<file path="src/rtl/tl_burst_arbiter.sv">
// Round-robin TileLink A/C channel arbiter: one grant per message, locked for
// every beat of a multi-beat burst so beats from different hosts never interleave.

// Extra beats (beats-1) a message occupies beyond its first beat.
module tl_burst_beats #(
  parameter int DataWidth = 128,
  parameter int SizeWidth = 3,
  parameter int CntW      = 2
) (
  input  logic [SizeWidth-1:0] size,
  input  logic                 has_data,
  output logic [CntW-1:0]      extra
);
  localparam int LogBytes = $clog2(DataWidth / 8);

  always_comb begin
    extra = '0;
    if (has_data && int'(size) > LogBytes)
      extra = CntW'((1 << (int'(size) - LogBytes)) - 1);
  end
endmodule

module tl_burst_arbiter #(
  parameter int NumHosts     = 3,
  parameter int DataWidth    = 128,
  parameter int SizeWidth    = 3,
  parameter int MaxSize      = 6,
  parameter int PayloadWidth = 64
) (
  input  logic                                     clk_i,
  input  logic                                     rst_i,
  input  logic [NumHosts-1:0]                      req_valid_i,
  output logic [NumHosts-1:0]                      req_ready_o,
  input  logic [NumHosts-1:0][SizeWidth-1:0]       req_size_i,
  input  logic [NumHosts-1:0]                      req_has_data_i,
  input  logic [NumHosts-1:0][PayloadWidth-1:0]    req_payload_i,
  output logic                                     dev_valid_o,
  input  logic                                     dev_ready_i,
  output logic [SizeWidth-1:0]                     dev_size_o,
  output logic                                     dev_has_data_o,
  output logic [PayloadWidth-1:0]                  dev_payload_o,
  output logic [$clog2(NumHosts)-1:0]              grant_idx_o,
  output logic                                     locked_o
);
  localparam int IdxW     = $clog2(NumHosts);
  localparam int LogBytes = $clog2(DataWidth / 8);
  localparam int CntW     = (MaxSize > LogBytes) ? (MaxSize - LogBytes) : 1;

  typedef enum logic {IDLE, BURST} state_t;

  state_t                     state;
  logic [IdxW-1:0]            owner, last_winner, base, winner, sel;
  logic [CntW-1:0]            beats_left;
  logic [NumHosts-1:0][CntW-1:0] extra;
  logic                       locked, hs;

  for (genvar h = 0; h < NumHosts; h++) begin : g_host
    tl_burst_beats #(
      .DataWidth (DataWidth),
      .SizeWidth (SizeWidth),
      .CntW      (CntW)
    ) u_beats (
      .size     (req_size_i[h]),
      .has_data (req_has_data_i[h]),
      .extra    (extra[h])
    );
  end

  // Reset is folded in combinationally so outputs already show the IDLE,
  // host-0-first view while rst_i is held.
  assign locked = (state == BURST) && !rst_i;

  always_comb begin
    base   = rst_i ? IdxW'(NumHosts - 1) : last_winner;
    winner = IdxW'((int'(base) + 1) % NumHosts);
    // Descending scan: the closest valid host after base is assigned last.
    for (int k = NumHosts; k >= 1; k--) begin
      if (req_valid_i[(int'(base) + k) % NumHosts])
        winner = IdxW'((int'(base) + k) % NumHosts);
    end
  end

  assign sel            = locked ? owner : winner;
  assign dev_valid_o    = req_valid_i[sel];
  assign dev_size_o     = req_size_i[sel];
  assign dev_has_data_o = req_has_data_i[sel];
  assign dev_payload_o  = req_payload_i[sel];
  assign grant_idx_o    = sel;
  assign locked_o       = locked;
  assign hs             = dev_valid_o && dev_ready_i;

  always_comb begin
    req_ready_o      = '0;
    req_ready_o[sel] = dev_ready_i;
  end

  always_ff @(posedge clk_i) begin
    if (rst_i) begin
      state       <= IDLE;
      owner       <= '0;
      beats_left  <= '0;
      last_winner <= IdxW'(NumHosts - 1);
    end else begin
      case (state)
        IDLE: if (hs) begin
          last_winner <= winner;
          if (extra[winner] != '0) begin
            state      <= BURST;
            owner      <= winner;
            beats_left <= extra[winner];
          end
        end
        BURST: if (hs) begin
          beats_left <= beats_left - CntW'(1);
          if (beats_left == CntW'(1)) state <= IDLE;
        end
        default: state <= IDLE;
      endcase
    end
  end
endmodule

</file>
<file path="config.mk">
export PLATFORM = sky130hd
export DESIGN_NAME = tl_burst_arbiter
export DESIGN_NICKNAME = d
export VERILOG_FILES = /design/src/rtl/tl_burst_arbiter.sv
export SDC_FILE = /design/constraint.sdc
export NUM_CORES = 1
export LEC_CHECK = 0
export CORE_MARGIN = 8
export CORE_UTILIZATION = 25
export DETAILED_ROUTE_END_ITERATION = 10
export MAX_ROUTING_LAYER = met4
export PLACE_DENSITY = 0.75
export SLEW_MARGIN = 10
export SYNTH_ARGS = -nofsm -noshare
export SYNTH_HDL_FRONTEND = slang
export SYNTH_SLANG_ARGS = --single-unit
</file>
<file path="constraint.sdc">
create_clock -name clk_i -period 8.6 [get_ports clk_i]
set_input_delay 1.72 -clock clk_i [delete_from_list [all_inputs] [get_ports clk_i]]
set_output_delay 1.72 -clock clk_i [all_outputs]
set_load 0.03 [all_outputs]
</file>
Yosys cells after proc, flatten, opt, wreduce, memory -nomap -nowiden
Index checks and enable logic that the tools add are counted.
{"block": "word_totals", "register_bits": 7, "input_bits": 210, "output_inout_bits": 75, "elab_cells": 84}
{"block": "op_classes", "add_sub_neg": 10, "n_div": 3, "magnitude_cmp": 9, "eq_ne": 4, "shift": 3, "mux": 38, "bitwise": 2, "n_reduce_logical": 11}
{"operator": "binary-select mux 64 bit (select 2 bit)", "count": 1}
{"operator": "< comparator 32 x 4 -> 1 bit (second input constant)", "count": 3}
{"operator": "modulo 32 x 3 -> 32 bit (second input constant)", "count": 3}
{"operator": "left shift 1 x 32 -> 2 bit (first input constant)", "count": 3}
{"operator": "2-to-1 mux 64 bit", "count": 1}
{"operator": "2-to-1 mux 2 bit", "count": 12}
{"operator": "2-to-1 mux 1 bit", "count": 13}
{"operator": "subtractor 3 x 3 -> 4 bit (second input constant)", "count": 3}
{"operator": "binary-select mux 1 bit (select 2 bit)", "count": 5}
{"operator": "> comparator 3 bit (second input constant)", "count": 3}
{"operator": "adder 2 x 2 -> 3 bit (second input constant)", "count": 2}
{"operator": "binary-select mux 3 bit (select 2 bit)", "count": 1}
{"operator": "logical AND 1 bit", "count": 6}
{"operator": "< comparator 2 x 3 -> 1 bit (second input constant)", "count": 2}
{"operator": "AND reduction 3 bit", "count": 2}
{"operator": "subtractor 2 bit (second input constant)", "count": 3}
{"operator": "binary-select mux 2 bit (select 2 bit)", "count": 1}
{"operator": "!= test 2 bit (second input constant)", "count": 2}
{"operator": "case mux 2 bit (2 select lines)", "count": 1}
{"operator": "adder 2 x 1 -> 3 bit (second input constant)", "count": 1}
{"operator": "AND 3 bit", "count": 1}
{"operator": "2-to-1 mux 3 bit", "count": 1}
{"operator": "demux 1 bit (select 2 bit)", "count": 1}
{"operator": "equality test 2 x 1 -> 1 bit (second input constant)", "count": 1}
{"operator": "other kinds (8)", "count": 8}

Longest topological paths before layout
{"block": "logic_depth", "ltp_word": 15, "mapped_depth": 15, "mapped_depth_nobuf": 12}

Hierarchy
Synthesis repeated with hierarchy kept, for this count alone.
{"block": "unflattened", "cells_unflattened": 375, "hier_area_um2": 2487.4}
{"mod": "tl_burst_arbiter", "instances": 1, "cells_each": 369, "area_per_inst_um2": 2438.6, "seq_area_each_um2": 140.1}
{"mod": "tl_burst_beats", "instances": 3, "cells_each": 2, "area_per_inst_um2": 16.3, "seq_area_each_um2": 0.0}

Least setup slack after synthesis
Ideal clock, no wire load.
{"block": "synth_path", "path_type": "input port to output port", "startpoint": "input rst_i", "endpoint": "output dev_has_data_o", "arrival_time_ns": 4.433, "required_time_ns": 6.880, "slack_ns": 2.447, "path_stages": 12, "n_path_buf": 3, "cell_sequence": "inv_2 -> nand2_1 -> ha_1 -> clkbuf_1 -> o21ai_0 -> a221o_1 -> o211a_1 -> or2_2 -> clkbuf_1 -> buf_2 -> mux2i_1 -> o22ai_1"}
{"block": "synth_via", "elab_chain_cells": 12, "elab_cells_between_ends": 24, "classes_between": "3 x add/sub; 3 x div; 16 x mux; 2 x reduce/logical"}
{"element": "from (decl)", "line_no": "31", "source": "input logic rst_i,"}
{"element": "2-to-1 mux 2 bit", "line_no": "74", "source": "base = rst_i ? IdxW'(NumHosts - 1) : last_winner;"}
{"element": "adder 2 x 2 -> 3 bit", "line_no": "78, 79"}
{"element": "modulo 32 x 3 -> 32 bit", "line_no": "78, 79"}
{"element": "binary-select mux 1 bit (select 2 bit)", "line_no": "78", "source": "if (req_valid_i[(int'(base) + k) % NumHosts])"}
{"element": "2-to-1 mux 1 bit (not written as such) (2 in a row)", "line_no": "78"}
{"element": "2-to-1 mux 2 bit (3 in a row)", "line_no": "78"}
{"element": "2-to-1 mux 2 bit (*)", "line_no": "83", "source": "assign sel = locked ? owner : winner;"}
{"element": "binary-select mux 1 bit (select 2 bit) (*)", "line_no": "86", "source": "assign dev_has_data_o = req_has_data_i[sel];"}
{"element": "2-to-1 mux 1 bit (not written as such) (*)", "line_no": "86"}
{"element": "to (decl)", "line_no": "40", "source": "output logic dev_has_data_o,"}
Mark *: on every way between the ends. The rest lies on a longest branch, timed or not. The select of a mux whose other input is x is not followed.

Worst setup path in the final report
{"block": "layout_path", "startpoint": "input rst_i", "endpoint": "output dev_size_o[0]"}
{"block": "layout_via", "elab_chain_cells": 12, "elab_cells_between_ends": 24, "classes_between": "3 x add/sub; 3 x div; 16 x mux; 2 x reduce/logical"}
{"element": "2-to-1 mux 2 bit", "line_no": "74"}
{"element": "adder 2 x 2 -> 3 bit", "line_no": "78, 79"}
{"element": "modulo 32 x 3 -> 32 bit", "line_no": "78, 79"}
{"element": "binary-select mux 1 bit (select 2 bit)", "line_no": "78"}
{"element": "2-to-1 mux 1 bit (not written as such) (2 in a row)", "line_no": "78"}
{"element": "2-to-1 mux 2 bit (3 in a row)", "line_no": "78"}
{"element": "2-to-1 mux 2 bit (*)", "line_no": "83"}
{"element": "binary-select mux 3 bit (select 2 bit) (*)", "line_no": "85", "source": "assign dev_size_o = req_size_i[sel];"}
{"element": "2-to-1 mux 3 bit (not written as such) (*)", "line_no": "85"}
{"element": "to (decl)", "line_no": "39", "source": "output logic [SizeWidth-1:0] dev_size_o,"}
Marked as above.

==> impl_metrics.csv <==
group,metric,value,unit
synth,syn_area,2490,um2
worst_setup_path,reg2reg_to,"owner[0]",
synth,synth.yosys.seq_area_share,5.63,%
worst_hold_path,min_from,"beats_left[1]",
synth,number_of_synthesized_flops_with_an_enable_pin,0,
timing,setup_tns_final,0,ns
floorplanning,io_pins,285,
worst_setup_path,crit_arrival,5.83,ns
clocking,post_cts_buffers,0,
worst_hold_path,min_to,"beats_left[1]",
worst_setup_path,reg2reg_slack,4.84,ns
place,place_congestion,0.888,
place,io_buffer_count,284,
clocking,cts.reportedPaths.clkPinSlew,0.04,ns
worst_setup_path,worstSetupStartpointType,"primary input",
global_route,first_global_vias,3990,
timing,fmax,0.132,GHz
synth,synth.ff_latch_count,7,
clocking,cts-hold-fix-buffers,0,
global_route,global_route_wire_length_before_repair,22.6,mm
clocking,cts_tree,"done",
synth,async_flop_share,0,%
worst_setup_path,r2r-start,"last_winner[1]",
floorplanning,floorplan.die_area,13400,um2
clocking,cts.sinks,7,
synth,synthDistinctLibCells,57,
power_and_ir_drop,static_leakage_power,2.20,nW
timing,slew-limit-headroom,53.8,%
detailed_routing,antenna_violating_nets_post_route,0,
detailed_routing,avgRoutedWirePerCell,20.5,um
cells_and_area,drive_above_1_share,3.97,%
synth,postSynthNetCount,582,
global_route,groute.usage.overall,22.1,%
cells_and_area,nNetsFinal,843,
detailed_routing,detailedRoute.firstIterationViolations,261,
detailed_routing,totalWireLength,15.7,mm
cells_and_area,area.growth.synth_to_final,120,%
floorplanning,core-area,9730,um2
timing,final_min_period_over_clock_period,87.8,%
timing,drv_slew,0,
power_and_ir_drop,powerDensity,229,nW/um2
worst_setup_path,cp_max_fo,31,
worst_setup_path,criticalPathCategory,"in -> out",
synth,synth_top_cell_by_area,"sky130_fd_sc_hd__mux2i_1",
clocking,ctsResizeCount,0,
global_route,grt_remaining_overflow,0,
timing,final_setup_fails,0,
worst_setup_path,critical_path_required,6.88,ns
synth,synth_area_leaders,"sky130_fd_sc_hd__mux2i_1 (29%), sky130_fd_sc_hd__o22ai_1 (17%), sky130_fd_sc_hd__nand2_1 (12%), sky130_fd_sc_hd__dfxtp_1 (5.6%), sky130_fd_sc_hd__clkbuf_1 (3.9%)",
cells_and_area,fin_util,56.5,%
floorplanning,die_h,116,um
synth,ys_warn_count,0,
status,outcome,"completed",
global_route,pin_count_of_the_biggest_net_entering_global_routing,51,
timing,worst_slew_pin_slew,0.685,ns
job,drv.max_cap_violation_count,0,
synth,yosys.area.top_type_share,28.5,%
clocking,htree_levels,1,
clocking,numCtsBuffers,3,
synth,synth-main-ff-cell,"sky130_fd_sc_hd__dfxtp_1",
power_and_ir_drop,power.ir.vdd_worst,0.140,mV
synth,most_common_cell_in_the_netlist,"sky130_fd_sc_hd__nand2_1",
detailed_routing,vias,3987,
worst_setup_path,r2r.worst_path.cells,13,
clocking,clock_tree.root_cell,"sky130_fd_sc_hd__clkbuf_8",
floorplanning,placementRows,36,
synth,postSynthCellCount,370,
detailed_routing,post-route-drc-count,0,
timing,report.final.hold_viol_count,0,
clocking,cts.path.max_buffers,2,
detailed_routing,drt_pre_antenna_iters,4,
clocking,worstSkewPairLatency,0.23,ns
detailed_routing,vias_per_cell,5.22,
worst_hold_path,hold_path_class,"reg -> reg",
cells_and_area,fillers,890,
timing,clock_skew,0.00443,ns
floorplanning,starting_density_of_the_core,25.6,%
place,detailed_place_hpwl,13.2,mm
worst_setup_path,worstSetupEndpointType,"primary output",
global_route,grt_antenna_before_repair,1,
cells_and_area,area.sequential,140,um2
worst_hold_path,worstHoldPathCells,2,
cells_and_area,area_taken_by_multi_input_logic_gates,2160,um2
synth,mean_instance_size_in_the_synthesized_netlist,6.73,um2
timing,finalWorstPathRequiredPeriod,7.55,ns
timing,rsz_0062_raised_after_global_routing,"no",
floorplanning,die_w,116,um
synth,synth_top_cells_by_count,"sky130_fd_sc_hd__nand2_1 (80), sky130_fd_sc_hd__mux2i_1 (71), sky130_fd_sc_hd__o22ai_1 (69)",
[worst max path at each step]
stage                      from          endpoint  slack [ns]  cells after the start
after floorplan           rst_i    dev_has_data_o        2.45                     12
after global placement    rst_i     dev_size_o[0]        1.13                     14
after detailed placement  rst_i  dev_payload_o[0]        1.09                     14
after CTS                 rst_i  dev_payload_o[0]        1.07                     14
after global routing      rst_i  dev_payload_o[0]        0.80                     14
final                     rst_i     dev_size_o[0]        1.05                     14
[where the power goes]
group | switching [W] | internal (W)
Clock | 0.0000155 | 0.0000322
Combinational | 0.000657 | 0.000509
Sequential | 0.00000833 | 0.0000371
[per-stage QoR]
step / hold WS, ns / area [um2] / setup WS (ns) / std cells / power [W]
floorplan: 0.447 / 2490 / 2.45 / 370 / 0.000743
global placement: 0.469 / 5450 / 1.13 / 759 / 0.00120
detailed placement: 0.472 / 5450 / 1.09 / 759 / 0.00121
CTS: 0.479 / 5490 / 1.07 / 763 / 0.00127
global route: 0.505 / 5490 / 0.799 / 764 / 0.00133
finish: 0.478 / 5490 / 1.05 / 764 / 0.00126
[flip-flops by register name, indices dropped and copies added (netlist names)]
signal,count
beats_left,2
last_winner,2
owner,2
state,1
[worst max-delay path, stage by stage]
cell and delay [ns]:
sky130_fd_sc_hd__clkdlybuf4s50_1 0.39, sky130_fd_sc_hd__buf_4 0.19, sky130_fd_sc_hd__inv_2 0.14, sky130_fd_sc_hd__nand2_1 0.09, sky130_fd_sc_hd__ha_1 0.56, sky130_fd_sc_hd__nand2b_1 0.22
sky130_fd_sc_hd__o31ai_1 0.09, sky130_fd_sc_hd__a221o_1 0.34, sky130_fd_sc_hd__o211a_1 0.27, sky130_fd_sc_hd__or2_4 0.42, sky130_fd_sc_hd__buf_12 0.26, sky130_fd_sc_hd__mux2i_1 0.30
sky130_fd_sc_hd__o22ai_1 0.14, sky130_fd_sc_hd__clkdlybuf4s50_1 0.61
[per-layer routing]
layer | global-route usage, % | up-vias | wire length [um]
met3 | 5.11 | 16 | 1180
li1 | - | 1928 | -
met2 | 39.0 | 202 | 8320
met1 | 25.1 | 1841 | 5970
met5 | - | - | 0
met4 | 4.15 | 0 | 223
[area by class of cell]
cell class	instances	share of cell area, %
clock buffers	4	0.820
diodes	1	0.0456
multi-input cells	314	39.2
inverters	12	0.866
well taps	133	3.03
repair buffers	293	53.4
flip-flops and latches	7	2.55
[cell families after synthesis]
| group | after synthesis | share of synthesized area, % |
|---|---|---|
| muxes | 72 | 29.1 |
| buffers and inverters | 49 | 8.39 |
| adders and majority gates | 2 | 1.00 |
| DFF | 7 | 5.63 |
| AOI/OAI and AO/OA | 118 | 31.9 |
| and+or+nand+nor | 122 | 24.0 |
[placed cells by master, fill, tap and decap left out, drive strengths merged, types with 2 or more instances in the layout]
master / Yosys / routed
buf: 11 / 9
a311oi: 2 / 2
dfxtp: 7 / 7
ha: 2 / 2
clkbuf: 26 / 4
a221oi: 2 / 2
nand3: 2 / 2
a211oi: 2 / 2
o211ai: 4 / 4
clkdlybuf4s50: 0 / 284
nor3: 2 / 2
mux2i: 71 / 71
a31oi: 2 / 2
o21ai: 10 / 10
o31a: 2 / 2
nand3b: 2 / 2
nand2: 80 / 80
nand4b: 3 / 3
o22ai: 69 / 69
o31ai: 2 / 2
nand2b: 7 / 7
a21oi: 10 / 10
nor4: 2 / 2
and3: 2 / 2
inv: 12 / 12
o211a: 2 / 2
nor2: 11 / 11
Note: power is estimated with default switching activity, not from simulation.
